[config.mk]
export PLATFORM = sky130hd
export DESIGN_NAME = pipe_stage_reg
export DESIGN_NICKNAME = d
export VERILOG_FILES = /design/src/rtl/pipe_stage_reg.sv
export SDC_FILE = /design/constraint.sdc
export NUM_CORES = 1
export LEC_CHECK = 0
export ABC_AREA = 1
export CELL_PAD_IN_SITES_DETAIL_PLACEMENT = 1
export CELL_PAD_IN_SITES_GLOBAL_PLACEMENT = 1
export CORE_AREA = 4 4 300 302
export CTS_CLUSTER_SIZE = 8
export DETAILED_ROUTE_END_ITERATION = 6
export DIE_AREA = 0 0 304 306
export GPL_TIMING_DRIVEN = 0
export PLACE_DENSITY_LB_ADDON = 0.1
export SLEW_MARGIN = 20
export SYNTH_ARGS = -nofsm -noshare
export SYNTH_HDL_FRONTEND = slang
export SYNTH_SLANG_ARGS = --single-unit
[constraint.sdc]
create_clock -name clk -period 28.8 [get_ports clk]
set_input_delay 4.32 -clock clk [delete_from_list [all_inputs] [get_ports clk]]
set_output_delay 4.32 -clock clk [all_outputs]
set_load 0.05 [all_outputs]
[src/rtl/pipe_stage_reg.sv]
// Parametrised inter-stage pipeline register with stall/flush/bubble handling and a multi-cycle carry channel.
// Optional performance counters are built only when PIPE_PERF_EN is defined.
module pipe_stage_reg #(
    parameter int unsigned          PAYLOAD_W = 32*8,
    parameter logic [PAYLOAD_W-1:0] NOP_VALUE = {PAYLOAD_W{1'b0}},
    parameter int unsigned          CARRY_W   = 64,
    parameter int unsigned          CNT_W     = 2,
    parameter int unsigned          UP_IDX    = 3,
    parameter int unsigned          PERF_W    = 32
) (
    input  logic                 clk,
    input  logic                 rst,
    input  logic [5:0]           stall,
    input  logic                 flush,
    input  logic                 up_valid,
    input  logic [PAYLOAD_W-1:0] up_payload,
    input  logic [CARRY_W-1:0]   carry_i,
    input  logic [CNT_W-1:0]     cnt_i,
    output logic                 dn_valid,
    output logic [PAYLOAD_W-1:0] dn_payload,
    output logic [CARRY_W-1:0]   carry_o,
    output logic [CNT_W-1:0]     cnt_o,
    input  logic                 perf_clr,
    output logic [PERF_W-1:0]    perf_adv,
    output logic [PERF_W-1:0]    perf_bub,
    output logic [PERF_W-1:0]    perf_hold,
    output logic [PERF_W-1:0]    perf_flush
);

    localparam int unsigned DN_IDX = UP_IDX + 1;

    generate
        if (UP_IDX > 4) begin : g_bad_up_idx
            $error("pipe_stage_reg: UP_IDX must be in 0..4");
        end
    endgenerate

    typedef enum logic [2:0] {
        OP_RESET,
        OP_FLUSH,
        OP_BUBBLE,
        OP_ADVANCE,
        OP_HOLD
    } op_e;

    logic up_stall;
    logic dn_stall;
    op_e  op;

    assign up_stall = stall[UP_IDX];
    assign dn_stall = stall[DN_IDX];

    // The illegal U=0,D=1 combination falls through to ADVANCE.
    always_comb begin
        op = OP_HOLD;
        if (rst)
            op = OP_RESET;
        else if (flush)
            op = OP_FLUSH;
        else if (up_stall && !dn_stall)
            op = OP_BUBBLE;
        else if (!up_stall)
            op = OP_ADVANCE;
    end

    always_ff @(posedge clk) begin
        case (op)
            OP_RESET, OP_FLUSH: begin
                dn_valid   <= 1'b0;
                dn_payload <= NOP_VALUE;
                carry_o    <= '0;
                cnt_o      <= '0;
            end
            OP_BUBBLE: begin
                dn_valid   <= 1'b0;
                dn_payload <= NOP_VALUE;
                carry_o    <= carry_i;
                cnt_o      <= cnt_i;
            end
            OP_ADVANCE: begin
                dn_valid   <= up_valid;
                dn_payload <= up_valid ? up_payload : NOP_VALUE;
                carry_o    <= '0;
                cnt_o      <= '0;
            end
            default: begin
                carry_o    <= carry_i;
                cnt_o      <= cnt_i;
            end
        endcase
    end

    // The stall vector from ctrl is monotone, so a stalled downstream implies a stalled upstream.
    assert property (@(posedge clk) disable iff (rst) !(!up_stall && dn_stall));

`ifdef PIPE_PERF_EN
    function automatic logic [PERF_W-1:0] sat_inc(input logic [PERF_W-1:0] v);
        return (&v) ? v : v + 1'b1;
    endfunction

    // Counters saturate; reset and perf_clr both win over any increment.
    always_ff @(posedge clk) begin
        if (rst || perf_clr) begin
            perf_adv   <= '0;
            perf_bub   <= '0;
            perf_hold  <= '0;
            perf_flush <= '0;
        end else begin
            case (op)
                OP_ADVANCE: if (up_valid) perf_adv <= sat_inc(perf_adv);
                OP_BUBBLE:  perf_bub   <= sat_inc(perf_bub);
                OP_HOLD:    perf_hold  <= sat_inc(perf_hold);
                OP_FLUSH:   perf_flush <= sat_inc(perf_flush);
                default:    ;
            endcase
        end
    end
`else
    logic unused_perf_clr;
    assign unused_perf_clr = perf_clr;

    assign perf_adv   = '0;
    assign perf_bub   = '0;
    assign perf_hold  = '0;
    assign perf_flush = '0;
`endif

endmodule

### Word-level counts from Yosys, hierarchy flattened

Cells that the tools add are included.

* register bits: 323
* latch bits: 0
* RAM bits: 0
* ROM bits: 0
* logic and storage cells: 20
* memories kept: 0

* add/sub/neg operators: 0
* $mul: 0
* div/mod/pow operators: 0
* magnitude comparators: 0
* equality and inequality tests: 3
* shifts and indexed selects: 0
* mux-type cells: 7
* bitwise gates (word level): 0
* reduce and logical (&&, ||, !) cells: 6

Operators by type and width (number)
* 256-bit case mux with 2 select lines: 1
* 256-bit 2-to-1 mux: 1
* 3-bit 2-to-1 mux: 4
* 3-bit by 2-bit equality test with 1-bit output, second input constant: 2
* 3-bit OR reduction: 2
* 3-bit by 1-bit equality test with 1-bit output, second input constant: 1
* 3-bit zero test: 1
* 1-bit case mux with 2 select lines: 1
* 2-bit nonzero test: 1
* 1-bit logical AND: 1
* 1-bit zero test: 1

### Logic depth before layout (Yosys ltp)

* depth in word-level cells: 8
* gate-level depth with buffers: 7

### Least setup slack after synthesis

No wires, ideal clock.

* kind: input port to flip-flop
* start point: input port rst
* end point: register dn_payload[0] (enable)
* setup time: 3.123 ns
* arrival: 11.311 ns
* data required time: 25.677 ns
* setup slack: 14.366 ns
* cell stages on the path: 2
* path buffers: 0
* cell sequence: inv_2 -> nand4_1

* cells in the longest elaborated chain, start to end: 4

RTL lines
* from (decl): line 12 `input logic rst,`
* 3-bit 2-to-1 mux *: line 56 `if (rst)`
* 3-bit by 1-bit equality test with 1-bit output, or another cell as far along: line 67 `case (op)`
* 3-bit OR reduction (no source line)
* 2-bit nonzero test (no source line) *
* to (signal assigned): line 82 `dn_payload <= up_valid ? up_payload : NOP_VALUE;`
* to (decl): line 20 `output logic [PAYLOAD_W-1:0] dn_payload,`

Mark *: on every way between the ends. The rest lies on a longest branch, timed or not.
A chain may end at the register's enable or synchronous reset.

### Worst setup path after layout

* start point: input port flush
* end point: register dn_payload[69] (enable)

* cells in the longest elaborated chain, start to end: 5

RTL lines
* from (decl): line 14 `input logic flush,`
* 3-bit 2-to-1 mux *: line 58 `else if (flush)`
* 3-bit 2-to-1 mux *: line 56
* 3-bit by 1-bit equality test with 1-bit output, or another cell as far along: line 67
* 3-bit OR reduction (no source line)
* 2-bit nonzero test (no source line) *

Marks and branches as above.

==> impl_metrics.env <==
export IMPL_stdcell_count=3187
export IMPL_start_kind="input port"
export IMPL_grt_antenna_before_repair=16
export IMPL_ys_seq_area_share_pct=62.3
export IMPL_rows=109
export IMPL_finalSetupViolations=0
export IMPL_path_buf_inv=9
export IMPL_wirelength_um=56800
export IMPL_worst_setup_path_end_kind="register"
export IMPL_cts_tree="done"
export IMPL_hold_buffers=0
export IMPL_drc_errors=0
export IMPL_arrival_ns=6.58
export IMPL_drt_iter0_drc=311
export IMPL_cpLargestDelayFamily="buffers and inverters"
export IMPL_critPathRequiredTime_ns=29.06
export IMPL_p_total_mw=1.30
export IMPL_syn_area_um2=14500
export IMPL_grt_use_total_pct=11.9
export IMPL_area_growth_pct=69.5
export IMPL_num_vias=10130
export IMPL_final_hold_viol_count=0
export IMPL_dieArea_um2=93000
export IMPL_ys_warn_count=0
export IMPL_port_buffers=650
export IMPL_ant_nets=0
export IMPL_syn_inst=1143
export IMPL_synth_seq_cells=323
export IMPL_io_pins=784
export IMPL_grt_first_pass_wirelength_um=80900
export IMPL_final_common_cell="clkdlybuf4s50_1"
export IMPL_drt_pass1_iter_count=4
export IMPL_hold_depth=3
export IMPL_cts_buffer_depth=3
export IMPL_fin_crit_ns=6.31
export IMPL_floorplan_initialDensity_pct=16.6
export IMPL_final_util_pct=28.1
export IMPL_rsz0062_at_grt="no"
export IMPL_fin_crit_sh_pct=21.9
export IMPL_final_cell_mix="650 x clkdlybuf4s50_1, 325 x inv_1, 257 x edfxtp_1, 201 x nor2_4"
export IMPL_status="complete, no violations"
export IMPL_gp_congestion=0.720
export IMPL_max_slew_margin_pct=46.1
export IMPL_cellPowerDensity_nw_per_um2=52.7
export IMPL_worst_path_max_fanout=12
export IMPL_fmax_ghz=0.158
export IMPL_synth_area_per_cell_um2=12.7
export IMPL_h_tree_depth=2
export IMPL_grt_max_degree=14
export IMPL_path_class="in2reg"
export IMPL_dp_cells=3110
export IMPL_path_clk_slew_ns=0.05
export IMPL_clock_sinks=323
export IMPL_cts_resized_gates=0
export IMPL_layout_drive_gt1_share_pct=22.0
export IMPL_worst_slew_pin_slew_ns=0.807
export IMPL_drv_slew=0
export IMPL_worstPathCellList="clkdlybuf4s50_1 > inv_2 > nand4_1 > buf_6 > buf_6 > buf_6 > buf_6 > buf_8 > buf_6 > buf_6"
export IMPL_hpwl_um=46900
export IMPL_grt_pass1_vias=11101
export IMPL_power_leakage_nw=10.7
export IMPL_die_h_um=306
export IMPL_slowest_delay_ns=0.50
export IMPL_ys_types=17
export IMPL_grt_overflow_total=0
export IMPL_die_w_um=304
export IMPL_critical_path_most_common_cell="buf_6"
export IMPL_vias_per_cell=3.18
export IMPL_final_nets=2327
export IMPL_clockRootBuffer="clkbuf_16"
export IMPL_post_cts_repair_setup_buffers=0
export IMPL_cp_depth=10
export IMPL_hold_ws_ns=4.28
export IMPL_ir_worst_vdd_mv=0.0337
export IMPL_cts_buffers=47
export IMPL_crit_slowest_cell="clkdlybuf4s50_1"
export IMPL_cap_violations=0
export IMPL_holdCritPathClass="in2reg"
export IMPL_fin_setup_tns_ns=0
export IMPL_core_um2=87700
export IMPL_wl_per_cell_um=17.8
==> power by group <==
group          leakage (nW)  total [mW]  internal (mW)  switching (mW)
clock                 0.638       0.517          0.306           0.211
combinational          6.44       0.254         0.0947           0.159
sequential             3.59       0.526          0.521         0.00538
total                  10.7        1.30          0.921           0.375
==> cell families (layout without fill, tap and decap cells) <==
group         Yosys count  in the layout  share of synthesized area [%]
buf+inv               490           1234                           18.7
simple gates          329            329                           19.0
other cells             1            136                         0.0258
flops                 323            323                           62.3
==> final timing paths <==
path	from	end
worst max-delay path	flush	dn_payload[69]
worst min-delay path	carry_i[44]	carry_o[44]
==> tightest hold or removal path, stage by stage <==
cell and delay (ns):
clkdlybuf4s50_1 0.39, inv_1 0.05, nor2_1 0.03
==> metal layers <==
metal | vias to the layer above | wire (µm) | track usage (%)
li1 | 4827 | - | -
met1 | 4719 | 18900 | 11.5
met2 | 494 | 29600 | 21.8
met3 | 78 | 6870 | 6.70
met4 | 12 | 1340 | 3.25
met5 | - | 85 | 0
==> flip-flops by register name, summed over array words and instances, names as in the netlist <==
register	flops
carry_o	64
dn_valid	1
dn_payload	256
cnt_o	2
==> cells in the mapped netlist <==
master,instances,area [µm²]
nor2_4,201,2260
inv_2,2,7.51
nand4_1,1,6.26
buf_6,4,45.0
nand3_1,1,5.00
buf_2,7,35.0
inv_1,325,1220
nand2_1,2,7.51
dfxtp_1,66,1320
conb_1,1,3.75
nor2_1,122,458
clkbuf_1,2,7.51
nand2_2,1,6.26
buf_12,22,440
nand2_4,1,11.3
buf_4,128,961
edfxtp_1,257,7720
==> layout make-up <==
cell class                 count  area [µm²]
buffer                       163        1490
clock inverter                 3        28.8
sequential                   323        9040
multi-input combinational    457        3240
antenna                        8        20.0
fill                        9837       63100
tap                         1165        1460
clock buffer                  66        1290
inverter                     327        1230
timing repair buffer         675        6810
==> stage by stage <==
| step | setup WS, ns | instance area (µm²) |
|---|---|---|
| 4_1_cts | 22.45 | 24600 |
| 3_3_place_gp | 6.67 | 23000 |
| 5_1_grt | 22.32 | 24600 |
| 6_report | 22.49 | 24600 |
| 2_1_floorplan | 14.37 | 15000 |
| 3_5_place_dp | 21.81 | 23300 |
Power figures use the tool's default switching activity.
